--- config.mk ---
export PLATFORM = sky130hd
export DESIGN_NAME = pulse_coincidence_counter
export DESIGN_NICKNAME = d
export VERILOG_FILES = /design/src/rtl/pulse_coincidence_counter.sv
export SDC_FILE = /design/constraint.sdc
export NUM_CORES = 1
export LEC_CHECK = 0
export BUFFER_PORTS_ARGS = -buffer_cell sky130_fd_sc_hd__buf_2
export CORE_MARGIN = 8
export CORE_UTILIZATION = 50
export CTS_BUF_LIST = sky130_fd_sc_hd__clkbuf_8
export CTS_CLUSTER_SIZE = 40
export DETAILED_ROUTE_END_ITERATION = 16
export PLACE_DENSITY_LB_ADDON = 0.2
export SLEW_MARGIN = 20
export SYNTH_ARGS = -nofsm -noshare
export SYNTH_HDL_FRONTEND = slang
export SYNTH_SLANG_ARGS = --single-unit
--- constraint.sdc ---
create_clock -name clk -period 7.88 [get_ports clk]
set_clock_uncertainty 0.15 [all_clocks]
set_input_delay 1.576 -clock clk [delete_from_list [all_inputs] [get_ports clk]]
set_output_delay 1.576 -clock clk [all_outputs]
set_load 0.05 [all_outputs]
--- src/rtl/pulse_coincidence_counter.sv ---
// Two-channel pulse singles/coincidence counter over a gated acquisition window.
// Optional PCC_OVERFLOW_EN adds a sticky overflow flag for counter saturation.
module pulse_coincidence_counter #(
  parameter int CNT_W  = 32,
  parameter int WIN_W  = 4,
  parameter int GATE_W = 32
) (
  input  logic              clk,
  input  logic              rst,
  input  logic              pulse_a,
  input  logic              pulse_b,
  input  logic [WIN_W-1:0]  window,
  input  logic [GATE_W-1:0] gate_len,
  input  logic              start,
  output logic              busy,
  output logic              result_valid,
  input  logic              result_ready,
`ifdef PCC_OVERFLOW_EN
  output logic              overflow,
`endif
  output logic [CNT_W-1:0]  cnt_a,
  output logic [CNT_W-1:0]  cnt_b,
  output logic [CNT_W-1:0]  cnt_ab
);

  typedef enum logic [1:0] {IDLE, COUNT, HOLD} state_t;

  localparam logic [CNT_W-1:0]  CNT_MAX  = '1;
  localparam logic [CNT_W-1:0]  CNT_ONE  = 1;
  localparam logic [WIN_W-1:0]  WIN_ONE  = 1;
  localparam logic [GATE_W-1:0] GATE_ONE = 1;

  state_t            state_q, state_d;
  logic              busy_q, busy_d;
  logic              valid_q, valid_d;
  logic [CNT_W-1:0]  cnt_a_q, cnt_a_d, cnt_b_q, cnt_b_d, cnt_ab_q, cnt_ab_d;
  logic [WIN_W-1:0]  arm_a_q, arm_a_d, arm_b_q, arm_b_d, win_q, win_d;
  logic [GATE_W-1:0] gate_q, gate_d;
  logic              coinc;
`ifdef PCC_OVERFLOW_EN
  logic              ovf_q, ovf_d;
`endif

  assign coinc = (pulse_a && pulse_b) || (pulse_b && arm_a_q != '0) ||
                 (pulse_a && arm_b_q != '0);

  always_comb begin
    state_d  = state_q;
    busy_d   = busy_q;
    valid_d  = valid_q;
    cnt_a_d  = cnt_a_q;
    cnt_b_d  = cnt_b_q;
    cnt_ab_d = cnt_ab_q;
    arm_a_d  = arm_a_q;
    arm_b_d  = arm_b_q;
    win_d    = win_q;
    gate_d   = gate_q;
`ifdef PCC_OVERFLOW_EN
    ovf_d    = ovf_q;
`endif
    case (state_q)
      IDLE: begin
        if (start) begin
          state_d  = COUNT;
          busy_d   = 1'b1;
          cnt_a_d  = '0;
          cnt_b_d  = '0;
          cnt_ab_d = '0;
          arm_a_d  = '0;
          arm_b_d  = '0;
          win_d    = window;
          gate_d   = (gate_len == '0) ? GATE_ONE : gate_len;
`ifdef PCC_OVERFLOW_EN
          ovf_d    = 1'b0;
`endif
        end
      end
      COUNT: begin
        if (pulse_a && cnt_a_q != CNT_MAX) cnt_a_d = cnt_a_q + CNT_ONE;
        if (pulse_b && cnt_b_q != CNT_MAX) cnt_b_d = cnt_b_q + CNT_ONE;
        // A coincidence consumes both arms; a lone pulse (re)starts its own window.
        if (coinc) begin
          if (cnt_ab_q != CNT_MAX) cnt_ab_d = cnt_ab_q + CNT_ONE;
          arm_a_d = '0;
          arm_b_d = '0;
        end else begin
          arm_a_d = pulse_a ? win_q : ((arm_a_q != '0) ? arm_a_q - WIN_ONE : '0);
          arm_b_d = pulse_b ? win_q : ((arm_b_q != '0) ? arm_b_q - WIN_ONE : '0);
        end
`ifdef PCC_OVERFLOW_EN
        if ((pulse_a && cnt_a_q == CNT_MAX) || (pulse_b && cnt_b_q == CNT_MAX) ||
            (coinc && cnt_ab_q == CNT_MAX))
          ovf_d = 1'b1;
`endif
        gate_d = gate_q - GATE_ONE;
        if (gate_q == GATE_ONE) begin
          state_d = HOLD;
          valid_d = 1'b1;
        end
      end
      HOLD: begin
        if (result_ready) begin
          state_d = IDLE;
          valid_d = 1'b0;
          busy_d  = 1'b0;
        end
      end
      default: begin
        state_d = IDLE;
        busy_d  = 1'b0;
        valid_d = 1'b0;
      end
    endcase
  end

  always_ff @(posedge clk or posedge rst) begin
    if (rst) begin
      state_q  <= IDLE;
      busy_q   <= 1'b0;
      valid_q  <= 1'b0;
      cnt_a_q  <= '0;
      cnt_b_q  <= '0;
      cnt_ab_q <= '0;
      arm_a_q  <= '0;
      arm_b_q  <= '0;
      win_q    <= '0;
      gate_q   <= '0;
`ifdef PCC_OVERFLOW_EN
      ovf_q    <= 1'b0;
`endif
    end else begin
      state_q  <= state_d;
      busy_q   <= busy_d;
      valid_q  <= valid_d;
      cnt_a_q  <= cnt_a_d;
      cnt_b_q  <= cnt_b_d;
      cnt_ab_q <= cnt_ab_d;
      arm_a_q  <= arm_a_d;
      arm_b_q  <= arm_b_d;
      win_q    <= win_d;
      gate_q   <= gate_d;
`ifdef PCC_OVERFLOW_EN
      ovf_q    <= ovf_d;
`endif
    end
  end

  assign busy         = busy_q;
  assign result_valid = valid_q;
  assign cnt_a        = cnt_a_q;
  assign cnt_b        = cnt_b_q;
  assign cnt_ab       = cnt_ab_q;
`ifdef PCC_OVERFLOW_EN
  assign overflow     = ovf_q;
`endif

endmodule

* Word level (Yosys, flattened, before mapping)
Cells that the tools add are included.
** Word-level totals
- Register bits after elaboration :: 144
- Input port bits :: 42
- Output and inout bits :: 98
- Logic and storage cells :: 80
** Operators by class
- Add/sub/neg operators :: 6
- Eq/ne operators :: 13
- Multiplexer cells :: 29
- Bitwise gates (word level) :: 2
- Reduce and logical (&&, ||, !) cells :: 20
** Operators by type and width (number)
- $pmux 32 s2 :: 4
- $mux 32 :: 7
- $add 32x1->32 const B :: 3
- $ne 32x32->1 const B :: 3
- $eq 32x1->1 const B :: 1
- $logic_not 32->1 :: 1
- $sub 32x1->32 const B :: 1
- $mux 4 :: 7
- $pmux 4 s2 :: 2
- $reduce_and 3->1 :: 5
- $ne 2x2->1 const B :: 7
- $reduce_bool 4->1 :: 2
- $sub 4x1->4 const B :: 2
- $mux 2 :: 3
- $pmux 1 s3 :: 2
- $pmux 2 s3 :: 1
- $logic_and 1x1->1 :: 5
- $reduce_and 2->1 :: 2
- $reduce_and 4->1 :: 1
- $mux 1 :: 3
- $eq 2x1->1 const B :: 1
- $eq 2x2->1 const B :: 1
- $logic_not 2->1 :: 1
- $logic_or 1x1->1 :: 2
- other kinds (2) :: 3

* Longest topological paths before layout
Gate-level depths: netlist (run 1).
- Word-level depth :: 6
- Mapped depth :: 9
- Depth with buffers taken out :: 8

* Worst setup path before layout (run 1)
No wires, ideal clock.
- Path type :: input to register
- Start :: in start
- End :: reg cnt_a_q[11], in the netlist cnt_a[11]
- Library setup time :: 0.073 ns
- Arrival :: 3.078 ns
- Setup slack :: 4.579 ns
- Stages on the path :: 8
- Path through :: nor2b_1 -> clkbuf_1 -> nand2_1 -> o2111ai_1 -> clkbuf_1 -> nand4_1 -> xor2_1 -> nor2_1
** Between the ends
- Cells in the longest elaborated chain, start to end :: 2
** RTL lines
- start: declaration :: RTL line 14 : input logic start,
- $ne 2x2->1 (no line)
- $reduce_and 3->1 (no line)
- end signal: assignment :: RTL line 135 : cnt_a_q <= cnt_a_d;
- end: declaration :: RTL line 36 : logic [CNT_W-1:0] cnt_a_q, cnt_a_d, cnt_b_q, cnt_b_d, cnt_ab_q, cnt_ab_d;
No other way between the ends.
A chain may end at the register's enable or synchronous reset.

* Worst setup path in the final report (run 1)
- Start :: in start
- End :: reg cnt_a_q[25], in the netlist cnt_a[25]
Same word-level chain as after synthesis.

==> flow_metrics.py, run 1 <==
metrics = {
    "outcome": {
        "status": "completed",
    },
    "routing": {
        "dr.pass1.iters": 5,
        "drc_errors": 0,
        "via_count": 7399,
        "drt_first_iter_violations": 363,
        "vias_per_cell": 5.80,
        "avgRoutedWirePerCell_um": 16.6,
        "drtAntennaViolNets": 0,
        "routed_wl_um": 21200,
    },
    "synth": {
        "syn-num-nets": 969,
        "muxShareOfSynthArea_pct": 1.36,
        "synth_edf_count": 0,
        "synth_top_area_share_pct": 44.7,
        "ys_seq_elements": 144,
        "synth_area_leader_cell": "dfrtp_1",
        "synth_area_per_cell_sq_um": 8.79,
        "synth_fa_ha_area_share_pct": 1.40,
        "synth_top_family_by_area": "simple AND/OR/NAND/NOR gates",
        "synth-compound-area-share_pct": 10.8,
        "synth_cells": 918,
        "synth_area_sq_um": 8070,
        "yosysUniqueCellTypes": 70,
        "synth-simple-area-share_pct": 30.7,
        "synth_async_sr_flop_share_pct": 100,
        "yosysSeqAreaShare_pct": 44.7,
        "synthXorXnorAreaFrac_pct": 8.14,
        "synth.area.top_cells": "dfrtp_1 (45%), nor2_1 (5.3%), xor2_1 (4.8%)",
        "yosys_warnings": 0,
        "ys.flop_type": "dfrtp_1",
    },
    "power": {
        "p_switching_mw": 0.895,
        "power_density_nw_per_um2": 249,
        "seq_power_share_pct": 45.3,
        "total_power_mw": 2.34,
        "vdd_drop_max_mv": 0.129,
        "intPower_mw": 1.44,
        "power.clock.fraction_pct": 26.3,
        "power_frac_comb_pct": 28.4,
        "switching_share_pct": 38.3,
        "leakage_nw": 4.27,
    },
    "sta": {
        "slew_violations": 0,
        "min_period_ps": 4070,
        "finalHoldViolations": 0,
        "period_share_pct": 51.7,
        "setup_viol": 0,
        "slew_headroom_pct": 22.0,
        "worst_slew_pin_slew_ps": 1140,
        "rsz0062_at_grt": "false",
        "fin_tns_setup_ps": 0,
        "setup_ws_ps": 3810,
        "fmax_mhz": 245,
    },
    "die": {
        "initial_utilization_pct": 51.0,
        "die-height_um": 143,
        "rows": 46,
        "core-area_sq_um": 15800,
        "dieArea_sq_um": 20500,
        "die_x_um": 143,
        "num_io_pins": 140,
    },
    "worst_setup_path": {
        "end_kind": "flip-flop",
        "r2r_slack_ps": 4380,
        "endpoint": "cnt_a[25]",
        "reg2reg_to": "gate_q[5]",
        "cp_data_arrival_time_ps": 4290,
        "criticalPathCategory": "in2reg",
        "r2r-start": "state_q[1]",
        "startpoint": "start",
        "worstRegToRegCells": 7,
        "required_ps": 8100,
        "start_kind": "input pin",
        "crit_fanout": 45,
    },
    "cells_and_area": {
        "final_core_util_pct": 59.2,
        "diodes": 0,
        "fillers": 1447,
        "regArea_sq_um": 3600,
        "area_delta_synth_final_pct": 16.3,
        "drive_gt1_share_pct": 18.1,
        "layout.nets": 1097,
        "multiInputGateArea_sq_um": 4250,
        "design_area_sq_um": 9380,
        "layout_common_cells": "dfrtp_1 (144), buf_2 (139), nor2_1 (113)",
        "final_common_cell": "dfrtp_1",
    },
    "placed_design": {
        "gp_congestion": 0.807,
        "placed_cell_area_sq_um": 8950,
        "io_buffers": 139,
        "dp_slack_ps": 3440,
        "hpwlAfterDp_um": 14800,
    },
    "clock_network": {
        "clock-sinks": 144,
        "cts_tree": "yes",
        "clock_path_buffers": 2,
        "postCtsResizedCells": 0,
        "clk_pin_slew_ps": 80,
        "cts-htree-levels": 4,
        "cts_buffers": 17,
        "clk_latency_ps": 450,
        "cts_hold_buf": 0,
        "cts-root-buf": "clkbuf_8",
        "postCtsSetupBuffers": 0,
    },
    "grt": {
        "track_usage_pct": 21.1,
        "grt_max_degree": 91,
        "grt_pass1_vias": 6995,
        "antenna_found_initial": 0,
        "overflow": 0,
        "grt_pass1_wl_um": 35000,
    },
    "min_path": {
        "hold_depth": 1,
        "min_path_type": "reg2reg",
    },
    "run": {
        "max-cap-violations": 0,
    },
}
## synthesized netlist by cell type (2+ instances only)
cell type,n
o22ai_1,10
ha_1,9
nand2_1,100
o211a_1,2
or2_0,2
buf_1,7
nand3b_1,2
o22a_1,7
o21ai_0,37
o211ai_1,7
nand2b_1,5
dfrtp_1,144
o311ai_0,4
xnor2_1,31
nor4_1,28
or2_2,2
or4_4,3
or4_1,5
nand4_1,51
and4_1,12
mux2i_1,11
nor2_1,114
or3_1,13
a31oi_1,4
and3_1,15
o31ai_1,2
a221oi_1,2
nor4bb_1,2
nor3_1,42
inv_1,25
nand3_1,60
a211oi_1,7
clkbuf_1,27
xor2_1,44
and2_1,7
a21oi_1,37
nor2b_1,4
o2bb2ai_1,2
## layer usage
| layer | track usage [%] | vias to the layer above | part of all wire (%) |
|---|---|---|---|
| li1 | - | 3599 | - |
| met1 | 28.2 | 3580 | 46 |
| met2 | 34.2 | 195 | 48 |
| met3 | 3.64 | 25 | 5.1 |
| met4 | 6.54 | 0 | 1.3 |
| met5 | 0 | - | 0 |
## layout make-up
| cell class | instances | area share (%) |
|---|---|---|
| Clock inverter | 12 | 1.51 |
| Multi-Input combinational cell | 713 | 45.3 |
| Sequential cell | 144 | 38.4 |
| Inverter | 26 | 1.09 |
| Clock buffer | 20 | 2.94 |
| Timing Repair Buffer | 144 | 7.82 |
| Tap cell | 216 | 2.88 |
## registers in the layout, indices dropped and copies added, names as in the netlist, 2 cells and up
signal / flops
cnt_ab: 32
cnt_b: 32
win_q: 4
arm_a_q: 4
gate_q: 32
state_q: 2
arm_b_q: 4
cnt_a: 32
## critical path, stage by stage
cell	delay, ps
buf_2	200
nor2b_1	450
nand2_2	80
buf_4	300
o2111ai_1	900
nand4_1	270
or3_1	360
a21oi_1	140
## power groups by stage
stage	Combinational (mW)	Clock [mW]	Sequential, mW
after CTS	0.665	0.630	1.05
final	0.663	0.614	1.06
after detailed placement	0.665	0	1.07
after global routing	0.738	0.666	1.08
after floorplan	0.394	0	1.14
after global placement	0.650	0	1.07
## kinds of logic (layout without fill, tap and decap cells)
kind of cell             after synthesis  after routing
flip-flops                           144            144
AND/OR/NAND/NOR                      481            481
XOR/XNOR                              75             75
buffers and inverters                 61            202
AO/OA/AOI/OAI                        137            137
adder cells (fa/ha/maj)                9              9
multiplexers                          11             11
## through the flow
step,cells,hold slack (ps)
after floorplan,918,318
after global placement,1243,339
after detailed placement,1243,347
after CTS,1275,369
after global routing,1275,399
final,1275,363
## how the worst min path moves through the flow
stage / from / endpoint / slack, ps
after floorplan: win_q[0] / win_q[0] / 320
after global placement: result_valid / result_valid / 340
after detailed placement: result_valid / result_valid / 350
after CTS: cnt_b[6] / cnt_b[6] / 370
after global routing: cnt_b[6] / cnt_b[6] / 400
final: cnt_b[6] / cnt_b[6] / 360
Note: power is estimated with default switching activity, not from simulation.
==> run 2: changes to the inputs <==
ABC_AREA = 1   (was not set)
clock period = 3.4 ns   (was 7.88 ns; I/O delays follow)
==> flow_metrics.py, run 2 <==
metrics = {
    "die": {
        "num_io_pins": 140,
        "die-height_um": 159,
        "core-area_sq_um": 20100,
        "dieArea_sq_um": 25200,
        "die_x_um": 159,
        "rows": 52,
        "initial_utilization_pct": 50.6,
    },
    "cells_and_area": {
        "fillers": 2034,
        "finalNonFillerCells": 2041,
        "drive_gt1_share_pct": 12.5,
        "layout.nets": 1809,
        "layout_common_cells": "nand2_1 (630), nor2_1 (297), nand3_1 (169)",
        "final_common_cell": "nand2_1",
        "design_area_sq_um": 11500,
        "area_delta_synth_final_pct": 13.0,
    },
    "power": {
        "power_density_nw_per_um2": 508,
        "p_switching_mw": 2.46,
        "power.clock.fraction_pct": 24.8,
        "power_frac_comb_pct": 33.6,
        "vdd_drop_max_mv": 0.340,
        "switching_share_pct": 42.2,
        "total_power_mw": 5.84,
        "intPower_mw": 3.38,
        "seq_power_share_pct": 41.6,
        "leakage_nw": 5.58,
    },
    "routing": {
        "drc_errors": 0,
        "avgRoutedWirePerCell_um": 14.5,
        "vias_per_cell": 5.23,
        "routed_wl_um": 29700,
        "drtAntennaViolNets": 0,
        "via_count": 10700,
        "met2WireLength_um": 13800,
        "drt_first_iter_violations": 743,
        "m1WireLength_um": 13300,
        "top_layer": "met4",
        "met3_length_um": 2010,
        "dr.pass1.iters": 6,
    },
    "placed_design": {
        "dpl.cell_count": 2009,
        "hpwlAfterDp_um": 21700,
        "dp_slack_ps": 808,
        "placed_cell_area_sq_um": 11100,
        "gp_congestion": 0.948,
        "io_buffers": 139,
    },
    "synth": {
        "synth.most_common_cell": "nand2_1",
        "yosysSeqAreaShare_pct": 35.4,
        "synthTopCellsByCount": "nand2_1 (630), nor2_1 (297), nand3_1 (169), dfrtp_1 (144), inv_1 (138)",
        "synth_area_sq_um": 10200,
        "synth_cells": 1632,
        "yosysUniqueCellTypes": 39,
        "synth_area_per_cell_sq_um": 6.23,
        "yosys_warnings": 0,
        "synth_edf_count": 0,
        "ys_seq_elements": 144,
        "synth_async_sr_flop_share_pct": 100,
        "ys.flop_type": "dfrtp_1",
        "synth_area_leader_cell": "dfrtp_1",
        "syn-num-nets": 1683,
        "synth.area.top_cells": "dfrtp_1 (35%), nand2_1 (23%), nor2_1 (11%)",
        "synth_top_area_share_pct": 35.4,
    },
    "sta": {
        "setup_viol": 0,
        "setup_ws_ps": 797,
        "worst_slew_pin_slew_ps": 827,
        "slew_headroom_pct": 44.9,
        "period_share_pct": 76.6,
        "finalHoldViolations": 0,
        "fin_tns_setup_ps": 0,
        "min_period_ps": 2600,
        "slew_violations": 0,
        "fmax_mhz": 384,
        "rsz0062_at_grt": "false",
    },
    "grt": {
        "grt_pass1_vias": 10200,
        "antenna_found_initial": 1,
        "grt_max_degree": 75,
        "track_usage_pct": 24.1,
        "overflow": 0,
        "grt_pass1_wl_um": 49000,
    },
    "worst_setup_path": {
        "r2r-start": "state_q[0]",
        "crit_fanout": 28,
        "reg2reg_to": "cnt_a[6]",
        "worstRegToRegCells": 7,
        "start_kind": "flip-flop",
        "required_ps": 3620,
        "end_kind": "flip-flop",
        "r2r_slack_ps": 800,
        "criticalPathCategory": "reg2reg",
        "cp_data_arrival_time_ps": 2830,
    },
    "clock_network": {
        "postCtsSetupBuffers": 0,
        "clock_path_buffers": 2,
        "cts-root-buf": "clkbuf_8",
        "cts-htree-levels": 4,
        "cts_buffers": 17,
        "clock-sinks": 144,
        "postCtsResizedCells": 0,
        "cts_tree": "yes",
        "clk_pin_slew_ps": 80,
        "cts_hold_buf": 0,
        "clk_latency_ps": 460,
    },
    "run": {
        "max-cap-violations": 0,
    },
    "outcome": {
        "status": "completed",
    },
    "min_path": {
        "min_path_type": "in2async",
    },
}
run 2: cell types whose count changed in the layout (fill, tap and decap cells not counted), moves of 28 or more:
| cell | change |
|---|---|
| nand2_1 | +531 |
| nand4_1 | -41 |
| nand3_1 | +109 |
| nor3_1 | -38 |
| inv_1 | +111 |
| nor4_1 | -28 |
| a21oi_1 | -28 |
| nor2_1 | +184 |
run 2: worst max path at each step:
stage	startpoint	endpoint	depth (start not counted)
floorplan	rst	arm_a_q[0]	1
global placement	start	cnt_a[6]	7
detailed placement	start	cnt_a[6]	7
CTS	cnt_ab[0]	cnt_ab[13]	10
global route	cnt_ab[0]	cnt_ab[15]	10
finish	state_q[0]	cnt_a[6]	7
run 2: layout make-up:
| type | count | area, sq um | area share, % |
|---|---|---|---|
| multi-input cells | 1299 | 5770 | 50.2 |
| flip-flops and latches | 144 | 3600 | 31.4 |
| repair buffers | 152 | 831 | 7.23 |
| inverters | 144 | 544 | 4.74 |
| well taps | 270 | 338 | 2.94 |
| clock buffers | 19 | 262 | 2.28 |
| clock inverters | 12 | 143 | 1.24 |
| diodes | 1 | 2.50 | 0.0218 |
run 2: power by group through the flow:
stage	combinational (mW)	sequential [mW]	clock [mW]
after global placement	1.92	2.44	0
final	1.96	2.43	1.45
after floorplan	1.24	2.68	0
after global routing	2.21	2.49	1.54
after CTS	1.97	2.42	1.48
after detailed placement	1.97	2.45	0
run 2: through the flow:
| step | utilization, % | hold WS [ps] |
|---|---|---|
| 2_1_floorplan | - | 309 |
| 3_3_place_gp | 55.1 | 304 |
| 3_5_place_dp | 55.1 | 315 |
| 4_1_cts | 57.1 | 11.0 |
| 5_1_grt | 57.2 | 18.0 |
| 6_report | 57.2 | 24.4 |
run 2: worst max-delay path, cell delays in order, from the launching register on:
cell and delay, ps:
dfrtp_1 490, inv_2 200, nand2_1 140, nor2_4 370, inv_2 330, nand2_1 600
nand3_1 130, o21ai_1 110
run 2: cells by family (layout without fill, tap and decap cells):
group           count (synthesis)  in the layout  synth area share (%)
compound gates                116            116                  6.77
xor+xnor                       42             42                  3.62
fa+ha+maj                       9              9                  1.11
buf+inv                       189            327                  7.83
flops                         144            144                  35.4
other cells                     0              1                     0
simple gates                 1132           1132                  45.2
run 2: layer usage:
metal / vias up / track usage [%]
met2: 354 / 40.0
met3: 45 / 3.61
li1: 5367 / -
met5: - / 0
met4: 0 / 7.77
met1: 4918 / 31.5
==> run 3: changes to the inputs <==
clock period = 2.5 ns   (was 3.4 ns; I/O delays follow)
==> flow_metrics.py, run 3 (synthesis results as in run 2) <==
metrics = {
    "outcome": {
        "status": "completed",
    },
    "sta": {
        "fmax_mhz": 444,
        "setup_viol": 0,
        "slew_headroom_pct": 64.3,
        "period_share_pct": 90.0,
        "finalHoldViolations": 0,
        "rsz0062_at_grt": "false",
        "setup_ws_ps": 249,
        "worst_slew_pin_slew_ps": 533,
        "min_period_ps": 2250,
        "slew_violations": 0,
        "fin_tns_setup_ps": 0,
    },
    "routing": {
        "vias_per_cell": 5.21,
        "drc_errors": 0,
        "via_count": 10700,
        "drtAntennaViolNets": 0,
        "dr.pass1.iters": 5,
        "routed_wl_um": 30100,
        "avgRoutedWirePerCell_um": 14.7,
        "drt_first_iter_violations": 650,
    },
    "power": {
        "power_density_nw_per_um2": 702,
        "total_power_mw": 8.18,
        "vdd_drop_max_mv": 0.391,
        "leakage_nw": 5.66,
    },
    "worst_setup_path": {
        "crit_fanout": 32,
        "worstRegToRegCells": 11,
        "r2r_slack_ps": 250,
        "start_kind": "flip-flop",
        "r2r-start": "cnt_b[1]",
        "required_ps": 2680,
        "end_kind": "flip-flop",
        "reg2reg_to": "cnt_b[5]",
        "criticalPathCategory": "reg2reg",
        "startpoint": "cnt_b[1]",
        "cp_data_arrival_time_ps": 2430,
    },
    "die": {
        "die-height_um": 159,
        "num_io_pins": 140,
        "initial_utilization_pct": 50.6,
        "rows": 52,
        "core-area_sq_um": 20100,
        "dieArea_sq_um": 25200,
        "die_x_um": 159,
    },
    "grt": {
        "grt_max_degree": 75,
        "antenna_found_initial": 0,
        "overflow": 0,
        "grt_pass1_wl_um": 50200,
        "track_usage_pct": 24.7,
        "grt_pass1_vias": 10200,
    },
    "clock_network": {
        "cts_tree": "yes",
        "cts_buffers": 17,
        "clock-sinks": 144,
        "clk_pin_slew_ps": 80,
        "cts-root-buf": "clkbuf_8",
        "cts-htree-levels": 4,
        "clk_latency_ps": 460,
        "clock_path_buffers": 2,
    },
    "placed_design": {
        "gp_congestion": 0.943,
        "dp_slack_ps": 167,
        "hpwlAfterDp_um": 22200,
        "placed_cell_area_sq_um": 11200,
        "io_buffers": 139,
    },
    "min_path": {
        "min_path_type": "in2reg",
        "holdPathEnd": "win_q[3]",
        "hold_start": "window[3]",
        "hold_depth": 3,
    },
    "cells_and_area": {
        "layout_common_cells": "nand2_1 (629), nor2_1 (297), nand3_1 (169)",
        "diodes": 0,
        "drive_gt1_share_pct": 13.2,
        "layout.nets": 1820,
        "final_common_cell": "nand2_1",
        "final_core_util_pct": 58.0,
        "area_delta_synth_final_pct": 14.6,
        "design_area_sq_um": 11700,
    },
    "run": {
        "max-cap-violations": 0,
    },
}
[run 3: cell type report]
| type | count | area [sq um] |
|---|---|---|
| inverters | 144 | 544 |
| fillers | 2004 | 8450 |
| flip-flops and latches | 144 | 3600 |
| clock buffers | 24 | 330 |
| well taps | 270 | 338 |
| repair buffers | 163 | 941 |
| multi-input cells | 1299 | 5770 |
| clock inverters | 8 | 124 |
[run 3: worst max-delay path, cell delays in order (launching register included)]
cell	delay, ps
dfrtp_1	410
ha_1	280
inv_1	110
nor2_4	170
nand3_1	100
nor2_1	100
nand2_1	70
nand2_2	220
nand2_1	80
buf_4	250
nand2_1	90
o21ai_0	80
[run 3: through the flow]
stage	std cells	hold WS, ps
final	2052	91.2
after global routing	2052	80.8
after CTS	2052	69.4
after detailed placement	2019	313
after global placement	2019	308
after floorplan	1632	309
[run 3: power breakdown]
group	total (mW)	switching (mW)	internal (mW)	leakage [nW]
clock network	2.12	0.944	1.17	0.227
logic	2.82	1.95	0.869	3.54
registers	3.24	0.486	2.76	1.90
total	8.18	3.38	4.80	5.66
[run 3: what timing repair did]
item,4_1_cts,5_1_grt
buffers inserted,0,0
resized for setup,0,1
hold endpoints to repair,7,0
setup endpoints to repair,0,2
hold buffers,1,0
[run 3: worst max-delay path by stage]
stage,slack [ps],to
CTS,150,cnt_a[6]
global route,60,cnt_b[5]
global placement,280,cnt_a[30]
detailed placement,170,cnt_a[6]
floorplan,40,arm_a_q[0]
finish,250,cnt_b[5]
[run 3: routing by layer]
metal  vias up  share of wire (%)  global-route usage [%]
met5         -                  0                       0
met3        55                5.9                    3.75
met4         0                2.1                    8.71
li1       5391                  -                       -
met2       307                 47                    41.3
met1      4936                 45                    32.0
